### config.mk
export PLATFORM = sky130hd
export DESIGN_NAME = ad9361_rx_deframer
export DESIGN_NICKNAME = d
export VERILOG_FILES = /design/src/rtl/ad9361_rx_deframer.sv
export SDC_FILE = /design/constraint.sdc
export NUM_CORES = 1
export LEC_CHECK = 0
export BUFFER_PORTS_ARGS = -buffer_cell sky130_fd_sc_hd__buf_2
export CELL_PAD_IN_SITES_DETAIL_PLACEMENT = 1
export CELL_PAD_IN_SITES_GLOBAL_PLACEMENT = 1
export CORE_UTILIZATION = 30
export CTS_BUF_LIST = sky130_fd_sc_hd__clkbuf_8
export DETAILED_ROUTE_END_ITERATION = 16
export PLACE_DENSITY_LB_ADDON = 0.1
export SKIP_CTS_REPAIR_TIMING = 1
export SYNTH_ARGS = -nofsm -noshare
export SYNTH_HDL_FRONTEND = slang
export SYNTH_SLANG_ARGS = --single-unit
### constraint.sdc
create_clock -name clk -period 3.4 [get_ports clk]
set_input_delay 0.68 -clock clk [delete_from_list [all_inputs] [get_ports clk]]
set_output_delay 0.68 -clock clk [all_outputs]
set_load 0.01 [all_outputs]
### src/rtl/ad9361_rx_deframer.sv
// ad9361_rx_deframer: AD9361 dual-port CMOS RX deframer with half-beat slip recovery, lock tracking and I/Q lane output.
// Optional feature macro AD9361_RX_ERRCNT_EN: when defined, err_count is a saturating frame-error counter; otherwise it is tied to 0.
module ad9361_rx_deframer #(
    parameter int DATA_WIDTH = 12,
    parameter int OUT_WIDTH  = 16,
    parameter int LOCK_COUNT = 8,
    parameter int ERR_WIDTH  = 8
) (
    input  logic                  clk,
    input  logic                  rst,
    input  logic                  in_valid,
    input  logic                  frame_a,
    input  logic                  frame_b,
    input  logic [DATA_WIDTH-1:0] p0_a,
    input  logic [DATA_WIDTH-1:0] p0_b,
    input  logic [DATA_WIDTH-1:0] p1_a,
    input  logic [DATA_WIDTH-1:0] p1_b,
    input  logic                  cfg_2r,
    output logic                  valid_0,
    output logic                  valid_1,
    output logic [OUT_WIDTH-1:0]  data_i0,
    output logic [OUT_WIDTH-1:0]  data_q0,
    output logic [OUT_WIDTH-1:0]  data_i1,
    output logic [OUT_WIDTH-1:0]  data_q1,
    output logic                  locked,
    output logic                  frame_err,
    output logic [ERR_WIDTH-1:0]  err_count
);
    localparam int RW = $clog2(LOCK_COUNT + 1);
    typedef enum logic [1:0] {SEARCH, LOCKING, LOCKED} state_t;
    state_t state;
    logic phase, cfg_q, s1_v, s1_fa, s1_fb, h_v;
    logic [DATA_WIDTH-1:0] s1_p0a, s1_p0b, s1_p1a, s1_p1b, h_p0, h_p1, x0, x1, y0, y1;
    logic [RW-1:0] run, run_inc;
    logic is10, is01, hit, cont, srch_lock, lock_now, out_ph, mode_chg, err_ev;
    // Alignment check on the registered beat; phase 1 pairs the held b-half with the current a-half
    always_comb begin
        is10      = s1_fa & ~s1_fb;
        is01      = ~s1_fa & s1_fb;
        hit       = phase ? (is01 & h_v) : is10;
        cont      = (state != SEARCH) & hit;
        run_inc   = run + 1'b1;
        srch_lock = (LOCK_COUNT == 1) & (state != LOCKED) & (is10 | (is01 & h_v));
        lock_now  = cont ? ((state == LOCKED) | (run_inc >= RW'(LOCK_COUNT))) : srch_lock;
        out_ph    = cont ? phase : is01;
        x0        = out_ph ? h_p0 : s1_p0a;
        x1        = out_ph ? h_p1 : s1_p1a;
        y0        = out_ph ? s1_p0a : s1_p0b;
        y1        = out_ph ? s1_p1a : s1_p1b;
        mode_chg  = (cfg_2r != cfg_q) & (state != SEARCH);
        err_ev    = ~mode_chg & s1_v & (state == LOCKED) & ~hit;
    end
    // Beat register, held half, alignment FSM and output registers
    always_ff @(posedge clk) begin
        if (rst) begin
            state <= SEARCH;
            phase <= 1'b0;
            run <= '0;
            cfg_q <= 1'b0;
            s1_v <= 1'b0;
            s1_fa <= 1'b0;
            s1_fb <= 1'b0;
            s1_p0a <= '0;
            s1_p0b <= '0;
            s1_p1a <= '0;
            s1_p1b <= '0;
            h_v <= 1'b0;
            h_p0 <= '0;
            h_p1 <= '0;
            valid_0 <= 1'b0;
            valid_1 <= 1'b0;
            locked <= 1'b0;
            frame_err <= 1'b0;
            data_i0 <= '0;
            data_q0 <= '0;
            data_i1 <= '0;
            data_q1 <= '0;
        end else begin
            cfg_q <= cfg_2r;
            valid_0 <= 1'b0;
            valid_1 <= 1'b0;
            frame_err <= 1'b0;
            s1_v <= in_valid;
            if (in_valid) begin
                s1_fa <= frame_a;
                s1_fb <= frame_b;
                s1_p0a <= p0_a;
                s1_p0b <= p0_b;
                s1_p1a <= p1_a;
                s1_p1b <= p1_b;
            end
            if (s1_v) begin
                h_v <= 1'b1;
                h_p0 <= s1_p0b;
                h_p1 <= s1_p1b;
            end
            if (mode_chg) begin
                state <= SEARCH;
                run <= '0;
                locked <= 1'b0;
            end else if (s1_v) begin
                if (err_ev) begin
                    state <= SEARCH;
                    run <= '0;
                    locked <= 1'b0;
                    frame_err <= 1'b1;
                end else if (cont | is10 | is01) begin
                    if (!cont) phase <= is01;
                    run <= cont ? ((state == LOCKED) ? run : run_inc) : RW'(1);
                    state <= lock_now ? LOCKED : LOCKING;
                    locked <= lock_now;
                    valid_0 <= lock_now;
                    valid_1 <= lock_now;
                    if (lock_now) begin
                        data_i0 <= OUT_WIDTH'($signed(x0));
                        data_q0 <= OUT_WIDTH'($signed(x1));
                        data_i1 <= OUT_WIDTH'($signed(y0));
                        data_q1 <= OUT_WIDTH'($signed(y1));
                    end
                end else begin
                    state <= SEARCH;
                    run <= '0;
                end
            end
        end
    end
`ifdef AD9361_RX_ERRCNT_EN
    // Saturating count of loss-of-alignment events
    always_ff @(posedge clk) begin
        if (rst) err_count <= '0;
        else if (err_ev && !(&err_count)) err_count <= err_count + 1'b1;
    end
`else
    assign err_count = '0;
`endif
endmodule

---- Yosys cells after proc, flatten, opt, wreduce, memory -nomap -nowiden ----
Index checks and enable logic that the tools add are counted.
cells by class
  bitwise gates (word level) .............. 18
  muxes and demuxes ....................... 17
  eq/ne operators ......................... 3
  div/mod/pow operators ................... 0
  $lt $le $gt $ge ......................... 1
  reduce and logical (&&, ||, !) cells .... 9
  shifts and indexed selects .............. 0
  $mul .................................... 0
  add/sub/neg operators ................... 1
operators with widths
  operator             count
  $mux 12              4
  $mux 4               4
  $and 1x1->1          8
  $not 1->1            7
  $mux 1               6
  $mux 2               3
  $reduce_and 5->1     1
  $reduce_or 5->1      1
  $add 4x1->4 const B  1
  $ge 4x4->1 const B   1
  $ne 4x4->1 const B   1
  $reduce_and 2->1     2
  $reduce_and 4->1     1
  $reduce_bool 2->1    2
  $or 1x1->1           3
  $reduce_or 3->1      1
  $eq 2x2->1 const B   1
  $reduce_or 2->1      1
  $ne 1x1->1           1
word-level totals
  bits in read-only memories .............. 0
  output and inout bits ................... 76
  register bits ........................... 135
  logic and storage cells ................. 70
  bits in latches ......................... 0
  RAM bits ................................ 0
  memories ................................ 0

---- Longest topological paths before layout ----
  depth in word-level cells ............... 9
  depth in mapped cells ................... 8
  depth with buffers taken out ............ 6

---- Worst setup path before layout ----
OpenSTA, ideal clock, no wires.
  path kind ............................... input-to-reg
  start ................................... in cfg_2r
  end ..................................... reg data_i0[0]
  stages on the path ...................... 7
  data required time ...................... 3.254 ns
  slack ................................... 1.516 ns
  data arrival time ....................... 1.738 ns
  setup time .............................. 0.146 ns
  path through ............................ xnor2_1 > o21a_1 > buf_2 > and3_4 > buf_6 > buf_6 > a211oi_2
between the ends
  word-level cells in the longest chain between the ends .. 8
RTL lines
  element                       line  source
  start: declaration            18    input logic cfg_2r,
  $ne 1x1->1 *                  50    mode_chg = (cfg_2r != cfg_q) & (state != SEARCH);
  $and 1x1->1 *                 50
  $not 1->1 (no line) *         n/a
  $and 1x1->1 (3 in series)     51    err_ev = ~mode_chg & s1_v & (state == LOCKED) & ~hit;
  $not 1->1 (no line)           n/a
  $reduce_and 5->1 (no line) *  n/a
  end signal: assignment        115   data_i0 <= OUT_WIDTH'($signed(x0));
  end: declaration              21    output logic [OUT_WIDTH-1:0] data_i0,
Every way passes the cells marked *; elsewhere a longest branch is shown, timed or not.
A chain may end at the register's enable or synchronous reset.

---- Worst setup path in the final report ----
  start ................................... reg s1_fa
  end ..................................... reg data_i0[1]
between the ends
  word-level cells in the longest chain between the ends .. 8
  elaborated cells on any way between the ends .. 15
RTL lines
  element                                           line     source
  start: declaration                                32       logic phase, cfg_q, s1_v, s1_fa, s1_fb, h_v;
  start signal: assignment                          85       s1_fa <= frame_a;
  $not 1->1                                         39       is01 = ~s1_fa & s1_fb;
  $and 1x1->1                                       39
  $and 1x1->1                                       n/a
  $mux 1                                            40       hit = phase ? (is01 & h_v) : is10;
  $and 1x1->1 / $not 1->1 (equally long branches)   41, 51
  $or 1x1->1 / $and 1x1->1 (equally long branches)  107, 51
  $or 1x1->1 / $not 1->1 (equally long branches)    n/a
  $reduce_and 5->1 (no line)                        n/a
Parallel ways exist; a longest one is shown, timed or not.

==> impl_results.md <==
- Outcome: finished, final reports clean
- First drt pass iteration count: 4
- Final setup violation count: 0
- R2R cell count: 7
- Ys Warns: 0
- Cells after DPL: 892
- GRT Total Usage: 0.1649
- PwrDens: around 500 nW/um2
- Initial Util: 0.3104
- Die footprint: 20170 um2
- Synth top cells by count: dfxtp_1 (135), mux2i_1 (122), nor2_1 (80)
- Crit. Startpoint: s1_fa$_SDFFE_PP0P_
- RR Endpoint: data_i0[1]$_SDFFE_PP0P_
- R2R Setup Slk: 1.19 ns
- Post-route ant nets: 0
- Top-area cell type share of the netlist area: 0.4594
- Core area: 18960 um2
- Peak VDD IR: roughly 240 uV
- Via density: approximately 4.9
- Cell family with most CP delay: compound AO/OA/AOI/OAI gates
- WP data arrival: 2.56 ns
- Ys async rst share: 0
- Synth area leaders: dfxtp_1 (46%), mux2i_1 (21%), a31oi_1 (5.2%), nor2_1 (5.1%), a211oi_2 (4.3%)
- Hold WC Path Type: input port to flop
- Count of flip-flops with a built-in enable after synthesis: 0
- Reg2Reg Launch Point: s1_fa$_SDFFE_PP0P_
- Worst-Skew Late Latency: approximately 0.44 ns
- Critical path depth in cells: 7
- Gr ovfl total: 0
- P_leak: 2.808 nW
- Unrepaired setup endpoints after global routing: no
- Post-route DRC: 0
- # diodes: 0
- Final core occ: 0.3654
- Die span in y: 142.0 um
- CP max-delay cell: buf_4
- Area Overhead vs Synth: 17.74%
- Share of layout cells above drive strength 1: 0.2846
- Clock skew: 0.01329 ns
- Initial antenna violation count: 0
- Slew headroom: 0.3968
- Number of DRC markers in iteration 0: between 150 and 200
- Worst-path clk slew: 0.08 ns
- Pins Over Slew Limit: 0
- #FFs+latches synth: 135
- Clk root buf: clkbuf_8
- Leading area contributor after synthesis: dfxtp_1
- Hold Vio Cnt, Final: 0
- Number of global-route vias before repair: roughly 4700
- Place WS: 0.9810 ns
- Post-DP HPWL: roughly 10000 um
- Fmax: ~450 MHz
- GP Congestion: 0.7176
- First-pass GRT wire length: 25470 um
- Bufs on Longest Clock Path: 2
- Crit-path cells: inv_1 -> ha_1 -> nand3_1 -> a211oi_4 -> buf_4 -> a31oi_1 -> a211oi_2
- # IOs: 130
- Largest net degree at the start of global routing: 128
- Crit path capture type: flop
- Maximum level of the CTS H-tree: 4
- Critical path class: flop to flop
- WHS: 0.4741 ns
- Crit path capture: data_i0[1]$_SDFFE_PP0P_
- Sequential area share after synthesis: 0.4594
- Final period utilization: 0.6487
- Main flop type after synthesis: dfxtp_1
- WP data required: 3.75 ns
- Buf+Inv Stages, Crit Path: 2
- Total Nets Final: 709
- CTS tree: yes
- Std-Cell Rows: 50
- Total power: about 3.4 mW
- MaxCap Viol Count: 0
- Crit Path Max Fanout: between 50 and 60
- PortBufs: 121
- Dpl cell area: 6484 um2
- Crit path largest cell delay: 0.55 ns
- Count leader, synth: dfxtp_1
- Final wirelength: 16010 um
- Final instance area: slightly below 7000 um2
- Startpoint type of the worst setup path: flop
- Post-Synthesis Cells: roughly 570
- Vias: 4570
- Clock sinks: 135
- Mean Syn Cell Area: 10.25 um2
- Routed len/inst: 17.32 um
- Final worst path period need: 2.206 ns
- Die W: 142.0 um
- Distinct cells, synth: 43
- TNS Setup: 0 ns
- Num CTS Buffers: 17
- Post-Syn Area: 5883 um2
- Final Non-Filler Cells: just over 900
- Setup WS post-layout: roughly 1.2 ns
- Worst-margin pin slew: approximately 0.90 ns
-- routing by layer --
metal  share of wire  GRT usage
met1            0.44     0.1949
met2            0.49     0.2864
met3           0.050    0.05013
met4           0.011    0.04697
met5               0          0
-- state kept, by name (all words and copies together), names as in the netlist, 2 cells and up --
| register | cells |
|---|---|
| data_i1 | 12 |
| data_i0 | 12 |
| s1_p0a | 12 |
| data_q0 | 12 |
| s1_p1a | 12 |
| state | 2 |
| h_p1 | 12 |
| s1_p0b | 12 |
| data_q1 | 12 |
| s1_p1b | 12 |
| run | 4 |
| h_p0 | 12 |
-- cells by family after synthesis --
kind of cell | share of synthesized area
AND/OR/NAND/NOR | 0.08125
flip-flops | 0.4594
buffers and inverters | 0.07699
multiplexers | 0.2133
XOR/XNOR | 0.001489
adder cells (fa/ha/maj) | 0.008507
AO/OA/AOI/OAI | 0.1584
other | 0.0006374
-- worst min path at each step --
stage                                     from                endpoint  slack [ns]  depth (start not counted)
after global placement    h_p1[8]$_SDFFE_PP0P_    h_p1[8]$_SDFFE_PP0P_        0.47                          2
after CTS                              p0_b[4]  s1_p0b[4]$_SDFFE_PP0P_        0.44                          3
after floorplan               h_v$_SDFFE_PP0P_        h_v$_SDFFE_PP0P_        0.45                          2
final                                  p0_b[4]  s1_p0b[4]$_SDFFE_PP0P_        0.47                          3
after global routing                   p0_b[0]  s1_p0b[0]$_SDFFE_PP0P_        0.44                          3
after detailed placement      h_v$_SDFFE_PP0P_        h_v$_SDFFE_PP0P_        0.48                          2
-- worst min-delay path, stage by stage --
cell     delay (ns)
buf_2          0.07
mux2i_1        0.05
nor2_1         0.07
-- final cells by class --
cell class,instances,area [um2]
multi-input combinational,365,2768
timing repair buffer,127,668.1
clock buffer,18,247.7
inverter,5,18.77
tap,260,325.3
fill,2156,12030
clock inverter,14,195.2
sequential,135,2704
-- power breakdown --
part / switching [mW] / internal, mW / leakage [nW] / total [mW]
registers: 0.0400 / 1.63 / 1.10 / 1.67
logic: 0.161 / 0.115 / 1.48 / 0.276
clock network: 0.662 / 0.827 / 0.224 / 1.49
-- placed cells by master (no fill, tap or decap), drive strengths merged, types with 8 or more instances in the layout --
cell type	netlist	routed
mux2i	123	123
o21ai	8	8
buf	56	127
dfxtp	135	135
conb	1	8
a211oi	49	49
clkbuf	20	18
a31oi	49	49
nor2	80	80
inv	5	9
(Power assumes the default switching activity.)
